## config.mk

```make
export PLATFORM = sky130hd
export DESIGN_NAME = exe_muldiv_ctrl
export DESIGN_NICKNAME = d
export VERILOG_FILES = /design/src/rtl/exe_muldiv_ctrl_pkg.sv /design/src/rtl/exe_muldiv_dp.sv /design/src/rtl/exe_muldiv_ctrl.sv
export SDC_FILE = /design/constraint.sdc
export NUM_CORES = 2
export LEC_CHECK = 0
export BUFFER_PORTS_ARGS = -buffer_cell sky130_fd_sc_hd__buf_2
export CORE_MARGIN = 1.5
export CORE_UTILIZATION = 45
export CTS_BUF_LIST = sky130_fd_sc_hd__clkbuf_4 sky130_fd_sc_hd__clkbuf_8
export CTS_CLUSTER_SIZE = 8
export DETAILED_ROUTE_END_ITERATION = 16
export PLACE_DENSITY_LB_ADDON = 0.05
export SYNTH_ARGS = -nofsm -noshare
export SYNTH_HDL_FRONTEND = slang
export SYNTH_SLANG_ARGS = --single-unit
```

## constraint.sdc

```tcl
create_clock -name clk -period 8.7 [get_ports clk]
set_input_delay 1.74 -clock clk [delete_from_list [all_inputs] [get_ports clk]]
set_output_delay 1.74 -clock clk [all_outputs]
set_load 0.02 [all_outputs]
```

## src/rtl/exe_muldiv_ctrl_pkg.sv

```systemverilog
// Shared encodings, FSM state type and op-decoding helpers for the iterative
// RV64M multiply/divide unit.
package exe_muldiv_ctrl_pkg;

    // funct3 encodings of the M-extension operations
    localparam logic [2:0] MDU_MUL    = 3'd0;
    localparam logic [2:0] MDU_MULH   = 3'd1;
    localparam logic [2:0] MDU_MULHSU = 3'd2;
    localparam logic [2:0] MDU_MULHU  = 3'd3;
    localparam logic [2:0] MDU_DIV    = 3'd4;
    localparam logic [2:0] MDU_DIVU   = 3'd5;
    localparam logic [2:0] MDU_REM    = 3'd6;
    localparam logic [2:0] MDU_REMU   = 3'd7;

    typedef enum logic [1:0] {
        MDU_IDLE = 2'd0,
        MDU_CALC = 2'd1,
        MDU_DONE = 2'd2
    } mduState_e;

    // rs1 is interpreted as signed (MUL low bits do not care either way)
    function automatic logic opSigned1(input logic [2:0] op);
        return (op == MDU_MUL) || (op == MDU_MULH) || (op == MDU_MULHSU) ||
               (op == MDU_DIV) || (op == MDU_REM);
    endfunction

    // rs2 is interpreted as signed; MULHSU keeps rs2 unsigned
    function automatic logic opSigned2(input logic [2:0] op);
        return (op == MDU_MUL) || (op == MDU_MULH) ||
               (op == MDU_DIV) || (op == MDU_REM);
    endfunction

    // result is a remainder rather than a quotient
    function automatic logic opIsRem(input logic [2:0] op);
        return (op == MDU_REM) || (op == MDU_REMU);
    endfunction

endpackage

```

## src/rtl/exe_muldiv_dp.sv

```systemverilog
// Datapath of the multiply/divide unit: operand magnitudes, the shared
// product/remainder shift register, one add-shift or restoring-subtract step
// per cycle, and the final sign fix-up / width selection of the result.
module exe_muldiv_dp
    import exe_muldiv_ctrl_pkg::*;
#(
    parameter int XLEN = 64
) (
    input  logic            clk,
    input  logic            rst,
    input  logic            start_i,
    input  logic            step_i,
    input  logic            is_mul_i,
    input  logic            is_word_i,
    input  logic [2:0]      op_i,
    input  logic [XLEN-1:0] op1_i,
    input  logic [XLEN-1:0] op2_i,
    input  logic            neg1_i,
    input  logic            neg2_i,
    output logic [XLEN-1:0] result_o
);

    // prod_q holds {hi, lo}: for multiply hi accumulates and lo is the
    // multiplier being shifted out; for divide hi is the partial remainder
    // and lo is the dividend being shifted out while quotient bits shift in.
    logic [2*XLEN-1:0] prod_q, prod_d;
    logic [XLEN-1:0]   mcand_q, mcand_d;
    logic              isMul_q, isWord_q, isRem_q, isHigh_q, negRes_q, negRem_q;

    logic [XLEN-1:0]   mag1, mag2;
    logic [XLEN:0]     mulSum;
    logic [XLEN:0]     divTrial;
    logic              divFits;
    logic [XLEN-1:0]   divRem;

    logic [2*XLEN-1:0] mulMag, mulSigned;
    logic [XLEN-1:0]   mulSel, quo, rem, divSel, rawRes;

    assign mag1 = neg1_i ? -op1_i : op1_i;
    assign mag2 = neg2_i ? -op2_i : op2_i;

    assign mulSum   = {1'b0, prod_q[2*XLEN-1:XLEN]} + (prod_q[0] ? {1'b0, mcand_q} : '0);
    assign divTrial = prod_q[2*XLEN-1:XLEN-1];
    assign divFits  = divTrial >= {1'b0, mcand_q};
    assign divRem   = divTrial[XLEN-1:0] - mcand_q;

    // Next value of the shift registers: load magnitudes on start, else one iteration per step
    always_comb begin
        prod_d  = prod_q;
        mcand_d = mcand_q;
        if (start_i) begin
            if (is_mul_i) begin
                mcand_d = mag1;
                prod_d  = {{XLEN{1'b0}}, mag2};
            end else begin
                mcand_d = mag2;
                // W divides pre-shift so the 32-bit dividend MSB sits at the top
                prod_d  = {{XLEN{1'b0}}, is_word_i ? {mag1[XLEN-33:0], 32'b0} : mag1};
            end
        end else if (step_i) begin
            if (isMul_q) begin
                prod_d = {mulSum, prod_q[XLEN-1:1]};
            end else if (divFits) begin
                prod_d = {divRem, prod_q[XLEN-2:0], 1'b1};
            end else begin
                prod_d = {divTrial[XLEN-1:0], prod_q[XLEN-2:0], 1'b0};
            end
        end
    end

    // Register the shift state and capture operation flags on start
    always_ff @(posedge clk or negedge rst) begin
        if (!rst) begin
            prod_q   <= '0;
            mcand_q  <= '0;
            isMul_q  <= 1'b0;
            isWord_q <= 1'b0;
            isRem_q  <= 1'b0;
            isHigh_q <= 1'b0;
            negRes_q <= 1'b0;
            negRem_q <= 1'b0;
        end else begin
            prod_q  <= prod_d;
            mcand_q <= mcand_d;
            if (start_i) begin
                isMul_q  <= is_mul_i;
                isWord_q <= is_word_i;
                isRem_q  <= opIsRem(op_i);
                isHigh_q <= (op_i != MDU_MUL);
                negRes_q <= neg1_i ^ neg2_i;
                negRem_q <= neg1_i;
            end
        end
    end

    // A W product sits 32 bits high after 32 shifts; realign before negating the full 2N-bit value
    assign mulMag    = isWord_q ? {32'b0, prod_q[2*XLEN-1:32]} : prod_q;
    assign mulSigned = negRes_q ? -mulMag : mulMag;
    assign mulSel    = (isHigh_q && !isWord_q) ? mulSigned[2*XLEN-1:XLEN] : mulSigned[XLEN-1:0];

    assign quo    = prod_q[XLEN-1:0];
    assign rem    = prod_q[2*XLEN-1:XLEN];
    assign divSel = isRem_q ? (negRem_q ? -rem : rem) : (negRes_q ? -quo : quo);

    assign rawRes   = isMul_q ? mulSel : divSel;
    assign result_o = isWord_q ? {{(XLEN-32){rawRes[31]}}, rawRes[31:0]} : rawRes;

endmodule

```

## src/rtl/exe_muldiv_ctrl.sv

```systemverilog
// Sequencing controller for the iterative RV64M multiply/divide unit: request
// and response handshakes, iteration counter, divide special-case detection
// and the IDLE/CALC/DONE state machine.
module exe_muldiv_ctrl
    import exe_muldiv_ctrl_pkg::*;
#(
    parameter int XLEN  = 64,
    parameter int CNT_W = 7
) (
    input  logic            clk,
    input  logic            rst,
    input  logic            req_valid,
    output logic            req_ready,
    input  logic [2:0]      req_op,
    input  logic            is_word_opt,
    input  logic [XLEN-1:0] op1,
    input  logic [XLEN-1:0] op2,
    input  logic            flush,
    output logic            resp_valid,
    input  logic            resp_ready,
    output logic [XLEN-1:0] resp_data,
    output logic            busy
);

    mduState_e        state_q;
    logic [CNT_W-1:0] counter_q;
    logic             word_q;
    logic             respValid_q;
    logic [XLEN-1:0]  respData_q;

    logic             accept, sgn1, sgn2, neg1, neg2, isDiv;
    logic             divZero, divOvf, special, start, step;
    logic [XLEN-1:0]  op1x, op2x, mostNeg, specRaw, specVal, dpResult;
    logic [CNT_W-1:0] nIter;

    assign req_ready  = (state_q == MDU_IDLE);
    assign busy       = (state_q != MDU_IDLE);
    assign resp_valid = respValid_q;
    assign resp_data  = respData_q;

    assign accept = req_valid && req_ready && !flush;
    assign sgn1   = opSigned1(req_op);
    assign sgn2   = opSigned2(req_op);
    assign isDiv  = req_op[2];

    assign op1x = !is_word_opt ? op1 :
                  {{(XLEN-32){sgn1 & op1[31]}}, op1[31:0]};
    assign op2x = !is_word_opt ? op2 :
                  {{(XLEN-32){sgn2 & op2[31]}}, op2[31:0]};
    assign neg1 = sgn1 & op1x[XLEN-1];
    assign neg2 = sgn2 & op2x[XLEN-1];

    // Divide by zero and most-negative / -1 finish without iterating
    assign mostNeg = is_word_opt ? {{(XLEN-31){1'b1}}, {31{1'b0}}} : {1'b1, {(XLEN-1){1'b0}}};
    assign divZero = isDiv && (op2x == '0);
    assign divOvf  = isDiv && sgn1 && (op1x == mostNeg) && (op2x == '1);
    assign special = divZero || divOvf;
    assign specRaw = opIsRem(req_op) ? (divZero ? op1x : '0) : (divZero ? '1 : op1x);
    assign specVal = is_word_opt ? {{(XLEN-32){specRaw[31]}}, specRaw[31:0]} : specRaw;

    assign nIter = word_q ? CNT_W'(32) : CNT_W'(XLEN);
    assign start = accept && !special;
    assign step  = (state_q == MDU_CALC) && (counter_q != nIter);

    exe_muldiv_dp #(.XLEN(XLEN)) u_dp (
        .clk       (clk),
        .rst       (rst),
        .start_i   (start),
        .step_i    (step),
        .is_mul_i  (!req_op[2]),
        .is_word_i (is_word_opt),
        .op_i      (req_op),
        .op1_i     (op1x),
        .op2_i     (op2x),
        .neg1_i    (neg1),
        .neg2_i    (neg2),
        .result_o  (dpResult)
    );

    // FSM: counter tracks completed steps; the result is captured one edge after the last step
    always_ff @(posedge clk or negedge rst) begin
        if (!rst) begin
            state_q     <= MDU_IDLE;
            counter_q   <= '0;
            word_q      <= 1'b0;
            respValid_q <= 1'b0;
            respData_q  <= '0;
        end else if (flush) begin
            state_q     <= MDU_IDLE;
            counter_q   <= '0;
            respValid_q <= 1'b0;
        end else begin
            case (state_q)
                MDU_IDLE: begin
                    if (req_valid) begin
                        word_q    <= is_word_opt;
                        counter_q <= '0;
                        if (special) begin
                            state_q     <= MDU_DONE;
                            respValid_q <= 1'b1;
                            respData_q  <= specVal;
                        end else begin
                            state_q <= MDU_CALC;
                        end
                    end
                end
                MDU_CALC: begin
                    if (counter_q == nIter) begin
                        state_q     <= MDU_DONE;
                        counter_q   <= '0;
                        respValid_q <= 1'b1;
                        respData_q  <= dpResult;
                    end else begin
                        counter_q <= counter_q + 1'b1;
                    end
                end
                MDU_DONE: begin
                    if (resp_ready) begin
                        state_q     <= MDU_IDLE;
                        respValid_q <= 1'b0;
                    end
                end
                default: begin
                    state_q     <= MDU_IDLE;
                    respValid_q <= 1'b0;
                end
            endcase
        end
    end

endmodule

```

======== Yosys cells after proc, flatten, opt, wreduce, memory -nomap -nowiden ========
Index checks and enable logic that the tools add are counted.
storage, ports and cells
  register bits after elaboration ......... 273
  input bits .............................. 137
  output and inout bits ................... 67
  logic and storage cells ................. 126
cells by class
  add/sub/neg operators ................... 8
  magnitude comparators ................... 1
  equality and inequality tests ........... 18
  mux-type cells .......................... 46
  bitwise operators ....................... 6
  reductions and logical operators ........ 34
operator list
  kind                                                   count
  two-way mux 64 bit                                     21
  two-way mux 128 bit                                    6
  negation 64 bit                                        4
  negation 128 bit                                       1
  one-hot mux 64 bit (2 select lines)                    1
  adder 64 x 65 -> 65 bit                                1
  >= comparator 65 x 64 -> 1 bit                         1
  == test 64 bit                                         1
  == test 64 bit, second input constant                  1
  zero test 64 bit                                       1
  subtractor 64 bit                                      1
  two-way mux 63 bit                                     1
  two-way mux 7 bit                                      4
  one-hot mux 7 bit (2 select lines)                     1
  two-way mux 2 bit                                      5
  == test 3 bit, second input constant                   3
  logical AND 1 bit                                      9
  logical OR 1 bit                                       8
  adder 7 x 1 -> 7 bit, second input constant            1
  == test 7 bit                                          1
  inequality test 7 bit                                  1
  inequality test 3 x 2 -> 1 bit, second input constant  2
  one-hot mux 2 bit (3 select lines)                     1
  AND reduction 3 bit                                    2
  other kinds (21)                                       35

======== Longest topological paths before layout ========
  depth after elaboration ................. 15
  gate-level depth with buffers ........... 24
  depth with buffers taken out ............ 15

======== Hierarchy ========
A second synthesis with hierarchy kept.
unflattened totals
  cells, all modules ...................... 5,281
  area, all modules ....................... 37,200.7 µm²
by module, submodules not included
  module           instances  cells an instance  area each (µm²)  seq. area each (µm²)
  exe_muldiv_dp    1          4,618              31,755.5         4,954.8
  exe_muldiv_ctrl  1          663                5,445.2          1,876.8

======== Least setup slack after synthesis ========
OpenSTA, ideal clock, no wires.
  path type ............................... register -> register
  start ................................... reg u_dp.isWord_q
  end ..................................... reg respData_q[58] (netlist: resp_data[58])
  setup time .............................. 0.121 ns
  arrival ................................. 5.376 ns
  data required time ...................... 8.579 ns
  setup slack ............................. 3.203 ns
  cell stages (with the launch flop) ...... 25
  buffers on the path ..................... 12
  clock period less this slack ............ 5.497 ns
  cells stage by stage .................... dfrtp_1 > buf_4 > buf_6 > buf_6 > buf_6 > buf_2 > buf_2 > buf_2 > buf_2 > buf_2 > buf_2 > buf_2 > clkbuf_1 > mux2i_1 > ha_1 > o221ai_1 > nor4_2 > nand4b_1 > nor3_1 > nand2_1 > a211oi_1 > mux2_1 > a221oi_1 > o21bai_1 > a22o_1
on the way
  word-level cells in the longest chain between the ends .. 8
  elaborated cells on any way between the ends .. 10
  those cells by class .................... 1 x add/sub; 7 x mux; 2 x reduce/logical
RTL lines
  what                                     line                    source
  start: declaration                       exe_muldiv_dp.sv:28     logic isMul_q, isWord_q, isRem_q, isHigh_q, negRes_q, negRem_q;
  start signal: assignment                 exe_muldiv_dp.sv:87     isWord_q <= is_word_i;
  two-way mux 128 bit                      exe_muldiv_dp.sv:97     assign mulMag = isWord_q ? {32'b0, prod_q[2*XLEN-1:32]} : prod_q;
  negation 128 bit                         exe_muldiv_dp.sv:98     assign mulSigned = negRes_q ? -mulMag : mulMag;
  two-way mux 128 bit                      exe_muldiv_dp.sv:98
  two-way mux 64 bit                       exe_muldiv_dp.sv:99     assign mulSel = (isHigh_q && !isWord_q) ? mulSigned[2*XLEN-1:XLEN] : mulSigned[XLEN-1:0];
  two-way mux 64 bit                       exe_muldiv_dp.sv:105    assign rawRes = isMul_q ? mulSel : divSel;
  two-way mux 64 bit (*)                   exe_muldiv_dp.sv:106    assign result_o = isWord_q ? {{(XLEN-32){rawRes[31]}}, rawRes[31:0]} : rawRes;
  two-way mux 64 bit (*)                   exe_muldiv_ctrl.sv:108  if (counter_q == nIter) begin
  one-hot mux 64 bit (2 select lines) (*)  exe_muldiv_ctrl.sv:93   case (state_q)
  end signal: assignment                   exe_muldiv_ctrl.sv:101  respData_q <= specVal;
  end signal: assignment                   exe_muldiv_ctrl.sv:112  respData_q <= dpResult;
  end: declaration                         exe_muldiv_ctrl.sv:29   logic [XLEN-1:0] respData_q;
Every way passes the cells marked *; elsewhere a longest branch is shown, timed or not. The select of a mux whose other input is x is not followed.
A chain may end at the register's enable or synchronous reset.

======== Worst setup path after layout ========
  start ................................... reg u_dp.prod_q[56]
  end ..................................... reg respData_q[58] (netlist: resp_data[58])
on the way
  word-level cells in the longest chain between the ends .. 8
  elaborated cells on any way between the ends .. 11
  those cells by class .................... 2 x add/sub; 9 x mux
RTL lines
  what                                     line                    source
  start: declaration                       exe_muldiv_dp.sv:26     logic [2*XLEN-1:0] prod_q, prod_d;
  start signal: assignment                 exe_muldiv_dp.sv:83     prod_q <= prod_d;
  two-way mux 128 bit                      exe_muldiv_dp.sv:97
  negation 128 bit                         exe_muldiv_dp.sv:98
  two-way mux 128 bit                      exe_muldiv_dp.sv:98
  two-way mux 64 bit                       exe_muldiv_dp.sv:99
  two-way mux 64 bit (*)                   exe_muldiv_dp.sv:105
  two-way mux 64 bit (*)                   exe_muldiv_dp.sv:106
  two-way mux 64 bit (*)                   exe_muldiv_ctrl.sv:108
  one-hot mux 64 bit (2 select lines) (*)  exe_muldiv_ctrl.sv:93
Marks and branches as above.

==> reports/qor.yml <==
run:
  cap_violations: 1
yosys:
  synth_edf_count: 0
  syn_nets: 5551
  yosysUniqueCellTypes: 99
  synthFlopType: "dfrtp_1"
  netlist_area_um2: 36400
  synth-async-reset-ratio: 1.00
  yosysWarnings: 0
  syn-instance-count: 5276
  ys_seq_area_frac: 0.188
  synth_seq_cells: 273
  syn_avg_cell_area_um2: 6.90
setup_path:
  r2r_end: "resp_data[58]$_DFFE_PN0P_"
  path_max_fanout: 11
  crit_chain: "nor4_1, a32oi_1, nor3_1, nand4b_1, nor3_1, nand2_1, a211oi_1, mux2_1, a221oi_1, o21bai_1, a22o_1"
  startpoint_type: "register"
  crit-reg2reg-launch: "u_dp.prod_q[56]$_DFFE_PN0P_"
  max_stage_delay_ps: 1320
  worstPathArrival_ps: 6810
  rrSetupSlack_ps: 2480
  path_class: "reg2reg"
  crit_slowest_cell: "nor4_1"
  r2r_cells: 11
  required_ps: 9290
  cpMostUsedCell: "nor3_1"
  endpoint_kind: "register"
grt:
  grt-ovfl-total: 0
  grt_max_degree: 124
  grt_pass1_wl_um: 283000
  grtUsageTotal: 0.468
  antenna_found_initial: 22
  first_global_vias: 39721
die:
  die_w_um: 287
  fp.dieH_um: 287
  io_pins: 204
  rows: 104
  core-area_um2: 80300
  dieArea_um2: 82600
  start_util: 0.453
power:
  internal-power_mw: 6.18
  cellPowerDensity_nw_per_um2: 392
  power_switching_share: 0.598
  p_comb_frac: 0.713
  ir_worst_vdd_v: 0.000219
  switchingPower_mw: 9.18
  p_leak_nw: 16.1
  clkPwrFrac: 0.096
  seqPwrFrac: 0.192
worst_hold_path:
  min_to: "u_dp.mcand_q[2]$_DFFE_PN0P_"
  holdPathStages: 2
  hp-class: "reg2reg"
  min-delay-start: "u_dp.mcand_q[2]$_DFFE_PN0P_"
clock_tree:
  cts-root-buf: "clkbuf_8"
  clk_path_buf_depth: 3
  cts_tree: "yes"
  cts_hold_buffers: 0
  numCtsBuffers: 55
  cts-resized-gates: 0
  cts_max_level: 2
  clk_pin_slew_ps: 60
  post_cts_buffers: 0
  insertion_delay_ps: 730
  cts.sinks: 273
timing:
  final-hold-violation-count: 0
  fmax_mhz: 161
  drv_slew: 1
  tns_ps: 0
  finalSetupViolations: 0
  hold_slack_ps: 477
  relSlewSlack: -0.00156
  finClkSkew_ps: 40.9
  worstMarginPinSlew_ps: 1490
  rsz0062_at_grt: "false"
  fin_crit_sh: 0.715
  post-route-min-period_ps: 6220
route:
  vias: 43633
  wl_um: 199000
  detail_route.wl_per_cell_um: 31.6
  drt_iter0_drc: 6031
  vias_per_cell: 6.92
  drc: 0
  drtPass1Iterations: 6
  final_antenna_net_count: 0
layout:
  utilization: 0.488
  drive_above_1_share: 0.0993
  nets: 5475
  syn_to_final_growth_pct: 7.64
run_status:
  outcome: "finished, violations left"
  violations: "capacitance limit, slew limit"
placed_design:
  place.gp.congestion: 1.07
  place_hpwl_um: 154000
  port_buffers: 203
sequential cells by signal, summed over array words and instances, names as in the netlist:
name,flops
u_dp.negRes_q,1
word_q,1
u_dp.mcand_q,64
counter_q,7
u_dp.isRem_q,1
u_dp.isWord_q,1
state_q,2
resp_valid,1
u_dp.isHigh_q,1
u_dp.prod_q,128
resp_data,64
u_dp.negRem_q,1
u_dp.isMul_q,1
synthesized netlist by cell type (23+ instances only):
library cell | number | area, µm²
a211oi_1 | 79 | 593
a21o_1 | 96 | 721
a21oi_1 | 582 | 2910
a221oi_1 | 33 | 289
a22o_1 | 38 | 333
a31oi_1 | 62 | 388
and2_1 | 25 | 156
and3_1 | 39 | 244
buf_1 | 58 | 218
clkbuf_1 | 381 | 1430
dfrtp_1 | 273 | 6830
ha_1 | 136 | 1700
inv_1 | 136 | 510
mux2i_1 | 128 | 1280
nand2_1 | 533 | 2000
nand3_1 | 107 | 536
nand4_1 | 69 | 432
nor2_1 | 586 | 2200
nor2b_1 | 27 | 169
nor3_1 | 163 | 816
nor3b_1 | 27 | 203
nor4_1 | 88 | 551
o211ai_1 | 51 | 383
o21ai_0 | 433 | 2170
o21ai_1 | 37 | 185
o21bai_1 | 38 | 285
o221ai_1 | 27 | 236
o22a_1 | 23 | 201
o22ai_1 | 37 | 231
o31ai_1 | 79 | 593
o41ai_1 | 23 | 201
or3_1 | 40 | 250
or4_1 | 39 | 293
xnor2_1 | 208 | 1820
xor2_1 | 209 | 1830
cell type report:
class | count | area (µm²)
flip-flops and latches | 273 | 6840
well taps | 1060 | 1330
clock inverters | 14 | 140
multi-input cells | 4390 | 27200
repair buffers | 339 | 2080
diodes | 6 | 15.0
clock buffers | 82 | 1020
fillers | 8364 | 41100
inverters | 141 | 529
layer usage:
metal | GRT usage | up-vias | wire length (µm)
met3 | 0.162 | 754 | 25200
met2 | 0.680 | 3004 | 82000
met5 | 0 | - | 116
met4 | 0.285 | 20 | 15200
met1 | 0.591 | 20725 | 76900
li1 | - | 19130 | -
worst max-delay path, delay by kind of cell (launching register included):
family / cells / cell delay, ps
AND/OR/NAND/NOR: 5 / 3400
flip-flops: 1 / 650
AO/OA/AOI/OAI: 5 / 1670
multiplexers: 1 / 360
cells in the final DEF, fill, tap and decap left out, drive strengths merged, types with 69 or more instances in the layout:
cell type  Yosys  final
nor2         586    586
a21oi        582    582
nand2        533    533
o21ai        470    470
buf           89    339
dfrtp        273    273
xor2         209    209
xnor2        208    208
nor3         165    165
inv          139    139
ha           136    136
mux2i        128    128
nand3        107    107
a21o          96     96
nor4          93     93
clkbuf       383     82
o31ai         79     79
a211oi        79     79
nand4         69     69
cell families (layout without fill, tap and decap cells):
| group | after synthesis | in the layout | share of synthesized area |
|---|---|---|---|
| AO/OA/AOI/OAI | 1836 | 1836 | 0.316 |
| buffers and inverters | 613 | 576 | 0.0659 |
| other | 0 | 6 | 0 |
| adder cells (fa/ha/maj) | 145 | 145 | 0.0498 |
| flip-flops | 273 | 273 | 0.188 |
| XOR/XNOR | 417 | 417 | 0.100 |
| AND/OR/NAND/NOR | 1839 | 1839 | 0.237 |
| multiplexers | 153 | 153 | 0.0429 |
power by group through the flow:
stage	sequential [mW]	combinational [mW]	clock, mW
after floorplan	2.24	7.12	0
after global placement	2.87	10.4	0
after detailed placement	2.86	10.4	0
after CTS	2.84	10.4	1.48
after global routing	2.91	11.6	1.53
final	2.94	10.9	1.47
how the worst max path moves through the flow:
stage / startpoint / to / slack [ps]
6_report: u_dp.prod_q[56]$_DFFE_PN0P_ / resp_data[58]$_DFFE_PN0P_ / 2480
3_3_place_gp: op2[8] / u_dp.prod_q[92]$_DFFE_PN0P_ / 2050
5_1_grt: op2[8] / u_dp.prod_q[93]$_DFFE_PN0P_ / 2360
4_1_cts: op2[8] / u_dp.prod_q[93]$_DFFE_PN0P_ / 2670
2_1_floorplan: u_dp.isWord_q$_DFFE_PN0P_ / resp_data[58]$_DFFE_PN0P_ / 3200
3_5_place_dp: op2[8] / u_dp.prod_q[93]$_DFFE_PN0P_ / 1930
metrics by stage:
stage / total power [mW] / worst slack (ps) / area (µm²) / cells
final: 15.4 / 2480 / 39200 / 6305
after CTS: 14.8 / 2670 / 39200 / 6299
after global placement: 13.3 / 2050 / 38000 / 6203
after global routing: 16.0 / 2360 / 39200 / 6300
after detailed placement: 13.2 / 1930 / 38000 / 6203
after floorplan: 9.36 / 3200 / 36400 / 5276
No activity file was read; power rests on OpenSTA's default activity.
